### config.mk
export PLATFORM = sky130hd
export DESIGN_NAME = arm1_booth_seq
export DESIGN_NICKNAME = d
export VERILOG_FILES = /design/src/rtl/arm1_booth_seq.sv
export SDC_FILE = /design/constraint.sdc
export NUM_CORES = 1
export LEC_CHECK = 0
export ABC_AREA = 1
export CELL_PAD_IN_SITES_DETAIL_PLACEMENT = 0
export CELL_PAD_IN_SITES_GLOBAL_PLACEMENT = 2
export CORE_MARGIN = 3
export CORE_UTILIZATION = 27
export DETAILED_ROUTE_END_ITERATION = 8
export GPL_TIMING_DRIVEN = 0
export PLACE_DENSITY_LB_ADDON = 0.15
export SYNTH_ARGS = -nofsm -noshare
export SYNTH_HDL_FRONTEND = slang
export SYNTH_SLANG_ARGS = --single-unit
### constraint.sdc
create_clock -name clk -period 2.1 [get_ports clk]
set_clock_uncertainty 0.2 [all_clocks]
set_input_delay 0.315 -clock clk [delete_from_list [all_inputs] [get_ports clk]]
set_output_delay 0.315 -clock clk [all_outputs]
set_load 0.03 [all_outputs]
### src/rtl/arm1_booth_seq.sv
// ---------------------------------------------------------------------------
// arm1_booth_seq
//
// Radix-4 Booth multiply sequencer for MUL/MLA. It sits in front of the ALU
// datapath and issues one ALU operation per cycle. Each step tells the ALU
// whether to PASS, ADD or SUB the multiplicand. It also gives the left shift
// that the barrel shifter applies to the multiplicand. On the first step it
// selects the accumulator source (Rn for MLA, zero for MUL).
//
// Ports
//   clk         rising-edge system clock
//   n_reset     asynchronous active-low reset
//   start       multiply request, sampled only while idle
//   accumulate  1 = MLA (step 0 adds to Rn), 0 = MUL (step 0 adds to zero)
//   multiplier  Rs value, latched when start is accepted
//   hold        pipeline stall; freezes the sequencer while running
//   busy        high while steps are being issued
//   done        one-cycle pulse after the last step completes
//   alu_valid   a step is issued this cycle (low while stalled)
//   alu_fn      00 PASS, 01 ADD, 10 SUB
//   op2_shift   left shift applied to the multiplicand
//   acc_sel_rn  operand 1 is Rn (1) or zero (0); only meaningful on step 0
//   acc_we      accumulator write enable, identical to alu_valid
//   step_idx    current Booth step number
//
// Handshake: a step is offered whenever the sequencer is running. It is
// consumed on every rising edge where hold is low. While hold is high the
// step stays on the outputs and alu_valid/acc_we drop, so the ALU sees each
// step exactly once.
// ---------------------------------------------------------------------------
module arm1_booth_seq #(
    parameter int WIDTH = 32,
    parameter int STEPS = WIDTH / 2,
    parameter int CW    = 6
) (
    input  logic             clk,
    input  logic             n_reset,
    input  logic             start,
    input  logic             accumulate,
    input  logic [WIDTH-1:0] multiplier,
    input  logic             hold,
    output logic             busy,
    output logic             done,
    output logic             alu_valid,
    output logic [1:0]       alu_fn,
    output logic [CW-1:0]    op2_shift,
    output logic             acc_sel_rn,
    output logic             acc_we,
    output logic [CW-2:0]    step_idx
);

    localparam logic [1:0]    FN_PASS   = 2'b00;
    localparam logic [1:0]    FN_ADD    = 2'b01;
    localparam logic [1:0]    FN_SUB    = 2'b10;
    localparam logic [CW-2:0] LAST_STEP = (CW-1)'(STEPS - 1);

    typedef enum logic [1:0] {
        S_IDLE = 2'b00,
        S_RUN  = 2'b01,
        S_DONE = 2'b10
    } state_t;

    // -----------------------------------------------------------------------
    // Booth recoding of step idx. The result is {alu_fn, op2_shift}.
    // The triple {m[2i+1], m[2i], m[2i-1]} comes from the multiplier with a
    // zero appended below bit 0. The digits +-2 use the same multiplicand
    // shifted one place further rather than a separate 2M operand.
    // -----------------------------------------------------------------------
    function automatic logic [CW+1:0] recode(input logic [WIDTH-1:0] m,
                                             input logic [CW-2:0]    idx);
        logic [WIDTH:0] ext;
        logic [2:0]     t;
        logic [1:0]     fn;
        logic           dbl;
        ext = {m, 1'b0};
        t   = 3'(ext >> {idx, 1'b0});
        fn  = FN_PASS;
        dbl = 1'b0;
        case (t)
            3'b001, 3'b010: fn = FN_ADD;
            3'b011: begin
                fn  = FN_ADD;
                dbl = 1'b1;
            end
            3'b100: begin
                fn  = FN_SUB;
                dbl = 1'b1;
            end
            3'b101, 3'b110: fn = FN_SUB;
            default: fn = FN_PASS;
        endcase
        return {fn, {idx, 1'b0} + CW'(dbl)};
    endfunction

    // -----------------------------------------------------------------------
    // State
    // -----------------------------------------------------------------------
    state_t           state_q, state_d;
    logic [WIDTH-1:0] m_q, m_d;
    logic             acc_mode_q, acc_mode_d;
    logic [CW-2:0]    i_q, i_d;
    logic [1:0]       fn_q, fn_d;
    logic [CW-1:0]    shift_q, shift_d;
    logic             sel_q, sel_d;

    // Multiplier bits above 2i+1 down to 2i+1. Once these are all zero, every
    // remaining Booth digit is zero and the product is complete.
    logic [WIDTH-1:0] upper_bits;
    logic             last_step;

    assign upper_bits = m_q >> {i_q, 1'b1};
    assign last_step  = (upper_bits == '0) || (i_q == LAST_STEP);

    // -----------------------------------------------------------------------
    // Next-state and registered-output logic
    // -----------------------------------------------------------------------
    always_comb begin
        state_d    = state_q;
        m_d        = m_q;
        acc_mode_d = acc_mode_q;
        i_d        = i_q;
        fn_d       = fn_q;
        shift_d    = shift_q;
        sel_d      = sel_q;

        case (state_q)
            S_IDLE: begin
                if (start) begin
                    // Step 0 is recoded straight from the incoming multiplier.
                    // This puts it on the outputs the cycle after acceptance.
                    state_d           = S_RUN;
                    m_d               = multiplier;
                    acc_mode_d        = accumulate;
                    i_d               = '0;
                    {fn_d, shift_d}   = recode(multiplier, '0);
                    sel_d             = accumulate;
                end
            end

            S_RUN: begin
                if (!hold) begin
                    if (last_step) begin
                        state_d = S_DONE;
                        i_d     = '0;
                        fn_d    = FN_PASS;
                        shift_d = '0;
                        sel_d   = 1'b0;
                    end else begin
                        // Only step 0 may take Rn; later steps accumulate.
                        i_d             = i_q + 1'b1;
                        {fn_d, shift_d} = recode(m_q, i_q + 1'b1);
                        sel_d           = 1'b0;
                    end
                end
            end

            S_DONE: begin
                // A single cycle, not extended by hold. A start seen here is
                // dropped; the requester must still hold start once idle.
                state_d = S_IDLE;
            end

            default: begin
                state_d = S_IDLE;
                i_d     = '0;
                fn_d    = FN_PASS;
                shift_d = '0;
                sel_d   = 1'b0;
            end
        endcase
    end

    always_ff @(posedge clk or negedge n_reset) begin
        if (!n_reset) begin
            state_q    <= S_IDLE;
            m_q        <= '0;
            acc_mode_q <= 1'b0;
            i_q        <= '0;
            fn_q       <= FN_PASS;
            shift_q    <= '0;
            sel_q      <= 1'b0;
        end else begin
            state_q    <= state_d;
            m_q        <= m_d;
            acc_mode_q <= acc_mode_d;
            i_q        <= i_d;
            fn_q       <= fn_d;
            shift_q    <= shift_d;
            sel_q      <= sel_d;
        end
    end

    // -----------------------------------------------------------------------
    // Outputs. Everything is taken from registers. The only exception is the
    // stall gate on alu_valid/acc_we: it must take effect in the cycle that
    // hold is raised, so that a frozen step is not written twice.
    // -----------------------------------------------------------------------
    assign busy       = (state_q == S_RUN);
    assign done       = (state_q == S_DONE);
    assign alu_valid  = busy && !hold;
    assign acc_we     = alu_valid;
    assign alu_fn     = fn_q;
    assign op2_shift  = shift_q;
    assign acc_sel_rn = sel_q;
    assign step_idx   = i_q;

endmodule

==> results of run 1 <==
-- placed cells by master (no fill, tap or decap), drive strengths merged, types with 2 or more instances in the layout --
cell	instances
dfrtp	48
nand2	162
nand3	72
nand4	2
inv	18
nor2	29
mux2	30
dlymetal6s2s	2
ha	2
clkdlybuf4s50	49
nor3	4
o21ai	12
buf	24
clkinvlp	2
clkinv	2
clkbuf	12
-- power by group --
part           total, W  internal (W)  switching, W  leakage (nW)
sequential      0.00173       0.00135      0.000380         0.589
combinational   0.00510       0.00215       0.00294          1.40
clock          0.000908      0.000560      0.000349        0.0798
-- repair_timing --
action,CTS,global route
setup buffers,5,2
gates cloned,2,0
resized for setup,49,31
pin swaps,11,16
endpoints found under the setup margin,43,47
endpoints found under the hold margin,21,0
hold buffers,1,0
-- critical path: stages, from the launching register on --
cell,delay (ps)
dfrtp_2,410
buf_8,150
clkinv_8,90
buf_16,160
nand2_8,60
nand3_4,70
nor2_4,110
a21oi_2,40
nor2_2,130
inv_1,50
nor2_1,100
nor2_1,60
nor2_2,130
nand2_2,110
nand2_4,100
nor2_4,60
nand2_2,80
nand2_1,50
-- final cells by class --
cell class                      count  area (um2)  share of cell area, %
Tap cell                          140         175                   4.03
Sequential cell                    48        1200                   27.7
Clock buffer                        5         125                   2.88
Multi-Input combinational cell    320        1860                   42.8
Inverter                           20        93.8                   2.16
Timing Repair Buffer               65         668                   15.4
Clock inverter                      3        42.5                  0.979
Buffer                             18         175                   4.03
-- flip-flops by register name, summed over array words and instances, names as in the netlist --
name / count
m_q: 32
op2_shift: 6
step_idx: 5
alu_fn: 2
state_q: 2
acc_sel_rn: 1
-- final timing paths --
check                        startpoint            to  slack (ps)  depth (start not counted)
setup reg to reg            step_idx[0]   step_idx[3]        -180                         17
hold / removal             op2_shift[5]  op2_shift[5]         280                          2
hold reg to reg            op2_shift[5]  op2_shift[5]         280                          2
min in group asynchronous       n_reset       m_q[26]         330                          2
setup / recovery            step_idx[0]   step_idx[3]        -180                         17
max in group asynchronous       n_reset        m_q[0]         840                          3
-- per-stage QoR --
step	util [%]	worst slack [ps]
after global placement	34.7	-1050
after detailed placement	34.8	-471
after global routing	39.6	-393
after floorplan	-	-56.1
after CTS	38.5	-202
final	39.6	-180
-- per-layer routing --
layer,routed length [um],global-route usage [%],vias up
met5,0,0,-
met4,123,2.80,0
met3,494,2.43,6
met2,4180,24.1,66
met1,4480,22.0,1379
li1,-,-,1470
-- cells by family after synthesis --
family                   count (synthesis)
AND/OR/NAND/NOR                        272
flip-flops                              48
buffers and inverters                   38
multiplexers                            30
AO/OA/AOI/OAI                           14
XOR/XNOR                                 2
adder cells (fa/ha/maj)                  2
==> impl_metrics.ini, run 1 <==
[global_routing]
overflow = 0
antenna_found_initial = 0
grt_pass1_wl_mm = 15.5
grt_pass1_vias = 2962
grt_start_max_net_pins = 28
grt_use_total_pct = 15.2

[floorplan]
dieArea_mm2 = 0.0127
start_util_pct = 27.9
coreArea_mm2 = 0.0110
chipHeight_um = 113
rows = 38
ios = 55
die_width_um = 113

[setup_path]
cp.required_ps = 2080
critPathLaunchType = register
cp-end-kind = register
crit_arrival_ps = 2260
crit_fanout = 7
worst-setup-path-type = reg -> reg

[synthesis]
synth_top_cells_by_area = dfrtp_1 (39%), nand2_1 (19%), nand3_1 (12%)
synthTopCellsByCount = nand2_1 (153), nand3_1 (71), dfrtp_1 (48), mux2_2 (30), nor2_1 (25)
synth_most_common_cell = nand2_1
synth_top_area_share_pct = 39.2
syn_nets = 445
ys_types = 29
synth_top_family_by_area = simple AND/OR/NAND/NOR gates
syn_area_mm2 = 0.00307
synth_cells = 406
synth_flop_cell = dfrtp_1
synth_top_area_cell = dfrtp_1
yosys.area_share.simple_pct = 38.6
synth_seq_area_share_pct = 39.2
yosys_warnings = 0
ys_ff_latch = 48
synth_adder_area_share_pct = 0.816
synth_enable_flop_cells = 0
async_reset_ff_share_pct = 100
synth_xor_area_share_pct = 1.43
synth_compound_area_share_pct = 2.49
synth_mux_area_share_pct = 11.0
syn-mean-instance-area_um2 = 7.56

[final_layout]
final_nets = 517
areaGrowthSynthToFinish_pct = 41.6
stdcell_area_mm2 = 0.00435
layoutNonFillerInstCount = 619
n_fill_cell = 1173
diodes = 0
drive_above_1_share_pct = 27.3

[power_and_ir_drop]
power_w = 0.00773
power.leakage_nw = 2.07
p_per_area_mw_per_mm2 = 1780
vdd_drop_max_uv = 764

[route]
wl_mm = 9.28
drc = 0
drtIter0Drc = 118
post_drt_wl_per_cell_um = 15.0
vias_per_cell = 4.72
dr_total_vias = 2921
first_pass_iters = 4
ant_nets = 0

[run_status]
violations = negative setup slack
status = complete, but fails checks

[sta]
final_hold_viol_count = 0
hold_ws_ps = 280
setup_ws_ps = -180
finalMaxSlewViolations = 0
fin_crit_sh_pct = 109
rsz0062_at_grt = true
finalSetupViolations = 15
maxSlewHeadroom_pct = 60.3
fmax_mhz = 439
worst_pin_slew_ps = 591
setup_tns_ps = -2460
period_needed_ps = 2280

[clocking]
cts.sinks = 48
clkLatencyLatePin_ps = 280
clockBufferDepth = 2
cts_tree = yes
cts.clk_slew.worst_paths_ps = 70
cts_buffers = 5
cts_root_buffer = clkbuf_16
htreeDepth = 2

[job]
max-cap-violations = 0

[placement]
gp_congestion = 0.803
dpl.cell_count = 601
portBuffers = 54
dpl.hpwl_mm = 7.19
dpl-instance-area_mm2 = 0.00382

[hold_path]
hp-class = reg -> reg
No activity file was read; power rests on OpenSTA's default activity.
==> run 2: changes to the inputs <==
Settings changed: CTS_CLUSTER_DIAMETER set to 50, SLEW_MARGIN set to 20.
==> results of run 2 <==
Final layout, timing and power as in run 1 (identical DEF).
